$ cat config.mk
export PLATFORM = sky130hd
export DESIGN_NAME = alu_share_arbiter
export DESIGN_NICKNAME = d
export VERILOG_FILES = /design/src/rtl/alu_arb_defs.sv /design/src/rtl/alu_rr_pick.sv /design/src/rtl/alu_share_arbiter.sv
export SDC_FILE = /design/constraint.sdc
export NUM_CORES = 1
export LEC_CHECK = 0
export CAP_MARGIN = 10
export CORE_AREA = 2 2 113 115
export CTS_CLUSTER_SIZE = 40
export DETAILED_ROUTE_END_ITERATION = 8
export DIE_AREA = 0 0 115 117
export GPL_TIMING_DRIVEN = 1
export PLACE_DENSITY_LB_ADDON = 0.1
export SLEW_MARGIN = 20
export SYNTH_ARGS = -nofsm -noshare
export SYNTH_HDL_FRONTEND = slang
export SYNTH_HIERARCHICAL = 1
export SYNTH_SLANG_ARGS = --single-unit
$ cat constraint.sdc
create_clock -name clk -period 1.7 [get_ports clk]
set_input_delay 0.34 -clock clk [delete_from_list [all_inputs] [get_ports clk]]
set_output_delay 0.34 -clock clk [all_outputs]
set_load 0.02 [all_outputs]
$ cat src/rtl/alu_arb_defs.sv
// Shared definitions for the ALU share arbiter: state encodings, opcode
// constants and default widths.
package alu_arb_defs;

  localparam int WIDTH_DEF = 32;
  localparam int OPW_DEF   = 6;

  // Opcode whose zero flag is inverted by the ALU (flag=1 when result != 0)
  localparam logic [5:0] OP_ZERO_INV = 6'h22;

  typedef enum logic {
    ST_EMPTY = 1'b0,
    ST_FULL  = 1'b1
  } arb_state_t;

endpackage

$ cat src/rtl/alu_rr_pick.sv
// Two-input grant picker. Round-robin on last_grant by default; fixed
// priority (port 0 wins) when ALU_ARB_FIXED_PRIO_EN is defined.
module alu_rr_pick (
  input  logic valid0,
  input  logic valid1,
`ifndef ALU_ARB_FIXED_PRIO_EN
  input  logic last_grant,
`endif
  output logic gnt_any,
  output logic gnt_id
);

  always_comb begin
    gnt_any = valid0 | valid1;
`ifdef ALU_ARB_FIXED_PRIO_EN
    gnt_id  = valid1 & ~valid0;
`else
    // On a tie the port that did not win last time goes next
    gnt_id  = (valid0 & valid1) ? ~last_grant : valid1;
`endif
  end

endmodule

$ cat src/rtl/alu_share_arbiter.sv
// Shares one combinational add/sub ALU between two requesters and holds the
// result in a one-entry response register. Macro: ALU_ARB_FIXED_PRIO_EN.
module alu_share_arbiter
  import alu_arb_defs::*;
#(
  parameter int WIDTH = WIDTH_DEF,
  parameter int OPW   = OPW_DEF
) (
  input  logic             clk,
  input  logic             rst,

  input  logic             req0_valid,
  output logic             req0_ready,
  input  logic [WIDTH-1:0] req0_a,
  input  logic [WIDTH-1:0] req0_b,
  input  logic             req0_main,
  input  logic [OPW-1:0]   req0_opcode,

  input  logic             req1_valid,
  output logic             req1_ready,
  input  logic [WIDTH-1:0] req1_a,
  input  logic [WIDTH-1:0] req1_b,
  input  logic             req1_main,
  input  logic [OPW-1:0]   req1_opcode,

  output logic [WIDTH-1:0] alu_a,
  output logic [WIDTH-1:0] alu_b,
  output logic             alu_main,
  output logic [OPW-1:0]   alu_opcode,
  input  logic [WIDTH-1:0] alu_result,
  input  logic             alu_zero,

  output logic             resp_valid,
  output logic             resp_id,
  output logic [WIDTH-1:0] resp_result,
  output logic             resp_zero,
  input  logic             resp_ready
);

  arb_state_t state, state_d;
  logic       gnt_any;
  logic       gnt_id;
  logic       can_accept;
  logic       accept;

`ifndef ALU_ARB_FIXED_PRIO_EN
  logic       last_grant;
`endif

  alu_rr_pick u_pick (
    .valid0     (req0_valid),
    .valid1     (req1_valid),
`ifndef ALU_ARB_FIXED_PRIO_EN
    .last_grant (last_grant),
`endif
    .gnt_any    (gnt_any),
    .gnt_id     (gnt_id)
  );

  always_comb begin
    alu_a      = '0;
    alu_b      = '0;
    alu_main   = 1'b1;
    alu_opcode = '0;
    if (gnt_any) begin
      if (gnt_id) begin
        alu_a      = req1_a;
        alu_b      = req1_b;
        alu_main   = req1_main;
        alu_opcode = req1_opcode;
      end else begin
        alu_a      = req0_a;
        alu_b      = req0_b;
        alu_main   = req0_main;
        alu_opcode = req0_opcode;
      end
    end
  end

  // A held response can drain and be refilled in the same cycle
  always_comb begin
    can_accept = (state == ST_EMPTY) || resp_ready;
    accept     = can_accept && gnt_any && !rst;
    req0_ready = accept && (gnt_id == 1'b0);
    req1_ready = accept && (gnt_id == 1'b1);
    resp_valid = (state == ST_FULL);

    state_d = state;
    if (accept) begin
      state_d = ST_FULL;
    end else if ((state == ST_FULL) && resp_ready) begin
      state_d = ST_EMPTY;
    end
  end

  always_ff @(posedge clk) begin
    if (rst) begin
      state <= ST_EMPTY;
    end else begin
      state <= state_d;
    end
  end

  // Response capture: data registers keep stale values once drained
  always_ff @(posedge clk) begin
    if (rst) begin
      resp_id     <= 1'b0;
      resp_result <= '0;
      resp_zero   <= 1'b0;
    end else if (accept) begin
      resp_id     <= gnt_id;
      resp_result <= alu_result;
      resp_zero   <= alu_zero;
    end
  end

`ifndef ALU_ARB_FIXED_PRIO_EN
  always_ff @(posedge clk) begin
    if (rst) begin
      last_grant <= 1'b1;
    end else if (accept) begin
      last_grant <= gnt_id;
    end
  end
`endif

endmodule

==> results of run 1 <==
## cells in the final DEF (no fill, tap or decap), types with 7 or more instances in the layout
cell / n
o21ai_0: 27
a21oi_1: 35
nor2_1: 70
dfxtp_1: 35
clkdlybuf4s50_1: 211
mux2i_1: 61
buf_2: 31
nand3_1: 34
mux2i_2: 7
buf_12: 11
buf_4: 56
o21ai_1: 8
## repair_timing
item                                    in CTS  in global routing
pin swaps                                    8                 22
gates resized for setup                    345                 39
buffers inserted                            10                  3
endpoints found under the setup margin      84                 74
gates cloned                                 8                  0
## where the power goes
part / internal, mW / switching (mW)
Combinational: 0.955 / 0.775
Sequential: 0.904 / 0.0275
Clock: 0.688 / 0.346
Total: 2.55 / 1.15
## registers in the layout, summed over array words and instances (netlist names)
signal / count
last_grant: 1
resp_id: 1
resp_result: 32
resp_valid: 1
resp_zero: 1
## routing by layer
layer | vias up | part of all wire | wire, um
li1 | 1717 | - | -
met4 | 0 | 0.015 | 216
met2 | 139 | 0.50 | 6910
met3 | 15 | 0.097 | 1350
met5 | - | 0 | 0
met1 | 1568 | 0.39 | 5480
## final timing paths
kind                endpoint  slack, ps  cells after the start
min reg2reg  resp_result[13]        470                      2
max reg2reg   resp_result[5]        470                      4
min          resp_result[13]        470                      2
max                alu_a[19]       -240                      7
## cell type report
class | instances | area [um2] | area share
timing repair buffer | 322 | 3140 | 0.535
multi-input combinational | 254 | 1650 | 0.281
sequential | 36 | 722 | 0.123
tap | 150 | 188 | 0.0320
clock buffer | 5 | 125 | 0.0213
clock inverter | 3 | 42.5 | 0.00726
inverter | 1 | 3.75 | 0.000640
## logic make-up (layout without fill, tap and decap cells)
group                  Yosys count  in the layout  synth area share
AO/OA/AOI/OAI                   71             71             0.143
AND/OR/NAND/NOR                112            112             0.193
multiplexers                    71             71             0.284
flip-flops                      36             36             0.288
buffers and inverters           35            331            0.0934
## through the flow
| step | hold WS, ps | cell area [um2] | std cells | power (mW) | util |
|---|---|---|---|---|---|
| 2_1_floorplan | 465 | 2510 | 325 | 1.66 | - |
| 3_3_place_gp | 459 | 5520 | 745 | 2.59 | 0.448 |
| 3_5_place_dp | 467 | 5520 | 745 | 2.61 | 0.448 |
| 4_1_cts | 475 | 5780 | 771 | 3.71 | 0.470 |
| 5_1_grt | 501 | 5860 | 771 | 3.89 | 0.476 |
| 6_report | 473 | 5860 | 771 | 3.70 | 0.476 |
## critical path, stage by stage (launching register included)
cell      delay (ps)
dfxtp_2          330
a21boi_4         170
buf_12           170
buf_12           120
buf_16           110
mux2i_2          190
nor2_1            60
buf_4            160
==> metrics, run 1 <==
Synth Register Bits=36; synth top area cells=dfxtp_1, mux2i_1, nor2_1; CTS root buf=clkbuf_16; Syn Inst Count=325; met2 Use GR=0.347; met1 GRT Util=0.226; CTS Buf Count=5; Buffers on Ports=287; Residual DRC=0; Slew @ Worst Pin=411 ps; CP Capture Type=output pin; I/O Pins=288; TNS Setup=-12,710 ps; violated checks=negative setup slack; Yosys top cell by area=dfxtp_1; Worst Setup Slack, final=-236 ps; detailed placer's ending HPWL=10,800 um; mapped cell area=2510 um2; maximum buffer depth of the clock tree=2; EDFF count, synth=0; via count=3,439; most used routing layer=met2; Rows=41; htree depth=2; Syn Area/Cell=7.71 um2; Post-CTS Hold Buffers=0; Main synth FF type=dfxtp_1; crit path kind=reg -> out; VDD IR-drop max=0.000415 V; P per Cell Area=630 nW/um2; Total GRT Usage=0.196; Final #Nets=800; Cell variety after synth=21; CTS sink count=36; post-route ant nets=0; # diodes=0; initial antenna violation count=1; core box area=12,300 um2; Vias/cell=4.46; Max FO, Critical Path=8; final worst-path cycle share=1.14; RSZ-0062 raised after global routing=true; Leak=2.46 nW; most common cell in the netlist=mux2i_1; Hold Path Origin=resp_result[13]; Worst EP arrival=1600 ps; r2r startpoint=resp_valid; WL final=14,000 um; hold crit path type=reg -> reg; worst-skew pair later-pin latency=270 ps; Worst Path Required=1360 ps; Die Y=117 um; area growth from synthesis to layout=134%; outcome=finished with violations; largest net degree at the start of global routing=45; dpl ws=-927 ps; endpoints failing setup=73; layout cells sized above 1=0.216; top cells by count, synth=mux2i_1, nor2_1, dfxtp_1; synth warn=6; total gr overflow=0; Initial Utilization=0.204; drt wl/cell=18.1 um; crit path launch=last_grant; DIE AREA=13,500 um2; vias in the first global route=3,449; Yosys top cell area share=0.288; First-pass DRT Iterations=4; final hold vios=0; crit start category=flop; synthesized net count=505; Die W=115 um; fin crit period=1940 ps; FMAX=0.516 GHz; first-pass GRT wire length=20,100 um; Worst-path clk slew=60 ps; TritonCTS clock tree=built; slew margin rel.=0.726; GR met3 Demand/Resource=0.0731; max-cap violations=0; drt first-iter violations=111; Max Slew Vio Count=0; filler cell count=1,253; Worst Skew=5.11 ps; sequential share of the synthesized area=0.288; Placer Congestion=0.920; Synth async-reset ratio=0
No activity file was read; power rests on OpenSTA's default activity.
==> run 2, diff against run 1 <==
--- a/config.mk
+++ b/config.mk
@@ -10,10 +10,10 @@
 export CTS_CLUSTER_SIZE = 40
 export DETAILED_ROUTE_END_ITERATION = 8
 export DIE_AREA = 0 0 115 117
-export GPL_TIMING_DRIVEN = 1
 export PLACE_DENSITY_LB_ADDON = 0.1
 export SLEW_MARGIN = 20
 export SYNTH_ARGS = -nofsm -noshare
 export SYNTH_HDL_FRONTEND = slang
 export SYNTH_HIERARCHICAL = 1
 export SYNTH_SLANG_ARGS = --single-unit
+export TNS_END_PERCENT = 1
==> run 2 against run 1 <==
The flow still finishes with violations (negative setup slack). First-iteration DRC count grew 27%. Maximum frequency rose by 1.4%. Combinational power decreased by 8%. Largest power group unchanged.
==> metrics, run 2 (synthesized netlist as in run 1, its figures left out) <==
outcome=finished with violations (unchanged); violated checks=negative setup slack (unchanged); Total GRT Usage=0.191 (was 0.196); fin crit period=1910 ps (was 1940 ps); Worst Setup Slack, final=-211 ps (was -236 ps); met2 Use GR=0.332 (was 0.347); most frequent cells in the layout=clkdlybuf4s50_1, nor2_1, mux2i_1 (unchanged); placed inst area=5520 um2 (unchanged); htree depth=2 (unchanged); CP bufs+invs=3 (was 4); detailed placer's ending HPWL=10,800 um (unchanged); slowest cell on the critical path=dfxtp_2 (unchanged); maximum buffer depth of the clock tree=2 (unchanged); CP top delay family=buffers and inverters (unchanged); drt first-iter violations=141 (was 111); hold crit path type=reg -> reg (unchanged); CTS sink count=36 (unchanged); first-pass GRT wire length=19,800 um (was 20,100 um); drt wl/cell=18.0 um (was 18.1 um); max FFs per register=32 (unchanged); fin area=5580 um2 (was 5860 um2); most used routing layer=met2 (unchanged); Max FO, Critical Path=7 (was 8); largest register by flop count=resp_result (unchanged); Residual DRC=0 (unchanged); layout cells sized above 1=0.194 (was 0.216); met1 GRT Util=0.224 (was 0.226); TNS Setup=-11,630 ps (was -12,710 ps); post-route ant nets=0 (unchanged); CP Capture Type=output pin (unchanged); largest net degree at the start of global routing=45 (unchanged); P per Cell Area=640 nW/um2 (was 630 nW/um2); Placer Congestion=0.920 (unchanged); First-pass DRT Iterations=4 (unchanged); CTS Buf Count=5 (unchanged); endpoints failing setup=73 (unchanged); Largest stage delay, worst path=330 ps (about the same); WL final=13,600 um (was 14,000 um); vias in the first global route=3,375 (was 3,449); Post-CTS Hold Buffers=0 (unchanged); Slew @ Worst Pin=410 ps (was 411 ps); commonest non-fill, non-tap cell in the layout=clkdlybuf4s50_1 (unchanged); TritonCTS clock tree=built (unchanged); Worst-path clk slew=60 ps (about the same); area growth from synthesis to layout=123% (was 134%); Worst EP arrival=1570 ps (was 1600 ps); crit start category=flop (unchanged); worst-skew pair later-pin latency=270 ps (about the same); Die Y=117 um (unchanged); Max Slew Vio Count=0 (unchanged); via count=3,397 (was 3,439); initial antenna violation count=1 (unchanged); Worst Path Required=1360 ps (about the same); Worst Skew=4.70 ps (was 5.11 ps); core box area=12,300 um2 (unchanged); total gr overflow=0 (unchanged); Initial Utilization=0.204 (unchanged); CTS root buf=clkbuf_16 (unchanged); I/O Pins=288 (unchanged); VDD IR-drop max=0.000416 V (was 0.000415 V); RSZ-0062 raised after global routing=true (unchanged); Die W=115 um (unchanged); max-cap violations=0 (unchanged); worst-path cell chain=a21boi_4 -> buf_12 -> buf_12 -> mux2i_1 -> nor2_1 -> buf_4 (was a21boi_4 -> buf_12 -> buf_12 -> buf_16 -> mux2i_2 -> nor2_1 -> buf_4); Buffers on Ports=287 (unchanged); Final #Nets=788 (was 800); slew margin rel.=0.727 (was 0.726); final hold vios=0 (unchanged); Vias/cell=4.47 (was 4.46); GR met3 Demand/Resource=0.0726 (was 0.0731); Most Frequent Cell on Critical Path=buf_12 (unchanged); Leak=2.36 nW (was 2.46 nW); crit path kind=reg -> out (unchanged); FMAX=0.523 GHz (was 0.516 GHz); final worst-path cycle share=1.12 (was 1.14); DIE AREA=13,500 um2 (unchanged); Rows=41 (unchanged)
## run 2: cell count changes in the layout (fill, tap and decap cells not counted), moves of 3 or more
cell	change
buf_4	-20
buf_2	+18
buf_16	-4
buf_6	-4
mux2i_1	+4
mux2i_2	-3
## run 2: path summary, 6_finish.rpt
| check | start | endpoint | slack (ps) | depth (start not counted) |
|---|---|---|---|---|
| max | last_grant | alu_a[15] | -210 | 6 |
| min | resp_result[13] | resp_result[13] | 470 | 2 |
| max reg2reg | resp_valid | resp_result[5] | 470 | 4 |
| min reg2reg | resp_result[13] | resp_result[13] | 470 | 2 |
## run 2: worst register-to-register path: cells and delay by family, from the launching register on
| kind | cells | cell delay (ps) |
|---|---|---|
| compound gates | 2 | 310 |
| flops | 1 | 320 |
| buf+inv | 1 | 110 |
| simple gates | 1 | 410 |
## run 2: report_power, final
group	leakage (nW)	switching (mW)	internal (mW)	total (mW)
combinational	1.98	0.747	0.857	1.60
sequential	0.298	0.0277	0.904	0.932
clock	0.0798	0.346	0.688	1.03
total	2.36	1.12	2.45	3.57
## run 2: metrics by stage
stage	power, mW	hold slack, ps	utilization	instances	setup slack [ps]
after global routing	3.77	501	0.453	759	-297
after detailed placement	2.61	467	0.448	745	-927
after floorplan	1.66	465	-	325	59.4
after CTS	3.63	475	0.455	762	-279
final	3.57	472	0.453	760	-211
after global placement	2.59	459	0.448	745	-878
## run 2: per-layer routing
| layer | share of wire | vias up |
|---|---|---|
| met5 | 0 | - |
| met4 | 0.016 | 0 |
| met3 | 0.10 | 15 |
| met2 | 0.49 | 141 |
| met1 | 0.40 | 1550 |
| li1 | - | 1691 |
## run 2: timing repair
item	in CTS	in global routing
setup buffers	5	0
endpoints found under the setup margin	84	74
cloned	4	0
pin swaps	2	2
resized for setup	327	23
## run 2: layout make-up
cell class | count | area (um2)
flip-flops and latches | 36 | 722
well taps | 150 | 188
inverters | 1 | 3.75
repair buffers | 310 | 2880
fillers | 1284 | 6730
diodes | 1 | 2.50
clock inverters | 3 | 42.5
clock buffers | 5 | 125
multi-input cells | 254 | 1620
==> run 3, diff against run 2 <==
--- a/config.mk
+++ b/config.mk
@@ -16,4 +16,4 @@
 export SYNTH_HDL_FRONTEND = slang
 export SYNTH_HIERARCHICAL = 1
 export SYNTH_SLANG_ARGS = --single-unit
-export TNS_END_PERCENT = 1
+export TNS_END_PERCENT = 5
==> constraint.sdc (replaced) <==
create_clock -name clk -period 1.57 [get_ports clk]
set_input_delay 0.314 -clock clk [delete_from_list [all_inputs] [get_ports clk]]
set_output_delay 0.314 -clock clk [all_outputs]
set_load 0.02 [all_outputs]
==> run 3 against run 2 <==
The run still ends with negative setup slack left. Wire length is 0.78% higher. Sequential share of layout area is 0.28 points lower. Power is 12% higher. Setup slack worse by 140 ps. Clock skew is 1.5 ps lower. Core utilization is 1.0 points higher. Count of clock-buffer cells in the layout is 2 higher. Critical path depth is 1 higher. Clock power is 17% higher.
==> metrics, run 3 (synthesized netlist as in run 1, its figures left out) <==
Worst Setup Slack, final=-354 ps (was -211 ps); layout cells sized above 1=0.190 (was 0.194); placed inst area=5500 um2 (was 5520 um2); Final #Nets=789 (was 788); most used routing layer=met2 (unchanged); CP Capture Type=output pin (unchanged); fin area=5700 um2 (was 5580 um2); sw power=1.22 mW (was 1.12 mW); hold path depth=2 (unchanged); drt first-iter violations=132 (was 141); total gr overflow=0 (unchanged); detailed placer's ending HPWL=10,500 um (was 10,800 um); fin crit period=1920 ps; VDD IR-drop max=0.000580 V (was 0.000416 V); final hold vios=0 (unchanged); Leak=2.51 nW (was 2.36 nW); DIE AREA=13,500 um2 (unchanged); flop2flop setup slack=340 ps (was 470 ps); via count=3,478 (was 3,397); commonest non-fill, non-tap cell in the layout=clkdlybuf4s50_1 (unchanged); Buffers on Ports=287 (unchanged); TritonCTS clock tree=built (unchanged); hold crit path type=reg -> reg (unchanged); outcome=finished with violations (unchanged); First-pass DRT Iterations=5 (was 4); slew margin rel.=0.725 (was 0.727); Sw Ratio=0.305 (was 0.314); I/O Pins=288 (unchanged); TNS Setup=-20,890 ps (was -11,630 ps); Residual DRC=0 (unchanged); Sequential Power Share=0.252 (was 0.261); most frequent cells in the layout=clkdlybuf4s50_1, nor2_1, mux2i_1 (unchanged); drt wl/cell=18.1 um (was 18.0 um); htree depth=2 (unchanged); crit start category=flop (unchanged); Die W=115 um (unchanged); total power=4.00 mW (was 3.57 mW); R2R depth=4 (unchanged); vias in the first global route=3,342 (was 3,375); Total GRT Usage=0.193 (was 0.191); end of the critical path=alu_b[13] (was alu_a[15]); max-cap violations=0 (unchanged); post-route ant nets=0 (unchanged); worst-skew pair later-pin latency=280 ps (was 270 ps); initial antenna violation count=0 (was 1); endpoints failing setup=73 (unchanged); final worst-path cycle share=1.23; met2 Use GR=0.347 (was 0.332); Worst EP arrival=1610 ps (was 1570 ps); Die Y=117 um (unchanged); CTS Buf Count=5 (unchanged); internal power=2.78 mW (was 2.45 mW); GR met3 Demand/Resource=0.0649 (was 0.0726); # diodes=0 (was 1); reg2reg end=resp_result[1] (was resp_result[5]); Comb pwr share=0.446 (was 0.449); Rows=41 (unchanged); Max FO, Critical Path=8 (was 7); core box area=12,300 um2 (unchanged); Worst-path clk slew=50 ps (was 60 ps); largest register by flop count=resp_result (unchanged); crit path launch=last_grant (unchanged); Worst Path Required=1260 ps (was 1360 ps); r2r startpoint=resp_valid (unchanged); Placer Congestion=0.931 (was 0.920); FF/Latch Area=722 um2 (unchanged); Worst Skew=3.21 ps (was 4.70 ps); Initial Utilization=0.204 (unchanged); area growth from synthesis to layout=128% (was 123%); Vias/cell=4.58 (was 4.47); first-pass GRT wire length=19,500 um (was 19,800 um); largest net degree at the start of global routing=45 (unchanged); Clock Power Share=0.302 (was 0.290); crit path kind=reg -> out (unchanged); RSZ-0062 raised after global routing=true (unchanged); Slew @ Worst Pin=413 ps (was 410 ps); area of the multi-input gates=1590 um2 (was 1620 um2); max FFs per register=32 (unchanged); violated checks=negative setup slack (unchanged); CTS root buf=clkbuf_16 (unchanged); CTS sink count=36 (unchanged); P per Cell Area=702 nW/um2 (was 640 nW/um2); met1 GRT Util=0.221 (was 0.224); Max Slew Vio Count=0 (unchanged); filler cell count=1,246 (was 1,284); FMAX=0.520 GHz; WL final=13,800 um (was 13,600 um); maximum buffer depth of the clock tree=2 (unchanged)
==> run 3: cell count changes in the layout (fill, tap and decap cells not counted), moves of 5 or more <==
cell / change
clkdlybuf4s50_1: -7
buf_2: -8
dlymetal6s2s_1: +6
buf_16: +5
buf_12: -5
==> run 3: stage by stage <==
step / util / std cells / setup WS [ps] / hold WS, ps
after global routing: 0.463 / 760 / -443 / 496
after CTS: 0.458 / 759 / -355 / 473
after detailed placement: 0.446 / 742 / -1040 / 466
after floorplan: - / 325 / -18.6 / 462
final: 0.463 / 760 / -354 / 470
after global placement: 0.446 / 742 / -1020 / 460
==> run 3: final cells by class <==
class,count,area share
repair buffers,311,0.529
multi-input cells,254,0.279
flip-flops and latches,36,0.127
well taps,150,0.0329
clock buffers,7,0.0268
clock inverters,1,0.00527
inverters,1,0.000658
==> run 3: power groups by stage <==
stage | registers (mW) | logic, mW | clock network, mW
6_report | 1.01 | 1.79 | 1.21
5_1_grt | 1.01 | 1.90 | 1.28
4_1_cts | 1.01 | 1.78 | 1.25
3_5_place_dp | 1.03 | 1.79 | 0
3_3_place_gp | 1.02 | 1.78 | 0
2_1_floorplan | 1.10 | 0.700 | 0
==> run 3: worst max-delay path: stages (launching register included) <==
cell      delay (ps)
dfxtp_2          330
a21boi_4         160
buf_12           160
buf_8            130
buf_16           140
mux2i_2          200
nor2_1            50
buf_2            160
==> run 3: worst min path at each step <==
stage                                from              end  slack (ps)
final                      resp_result[4]   resp_result[4]         470
after global placement    resp_result[19]  resp_result[19]         460
after CTS                  resp_result[4]   resp_result[4]         470
after floorplan             alu_result[0]   resp_result[0]         460
after detailed placement   resp_result[4]   resp_result[4]         470
after global routing      resp_result[22]  resp_result[22]         500
==> run 3: what timing repair did <==
action / CTS / global route
pin swaps: 1 / 4
hold buffers: 0 / 0
endpoints found under the hold margin: 0 / 0
setup buffers: 4 / 1
resized for setup: 329 / 23
setup endpoints to repair: 110 / 102
gates cloned: 5 / 0
==> run 3: routing by layer <==
layer / vias to the layer above / routed length [um]
li1: 1702 / -
met4: 0 / 220
met1: 1586 / 5390
met3: 21 / 1350
met2: 169 / 6800
met5: - / 0
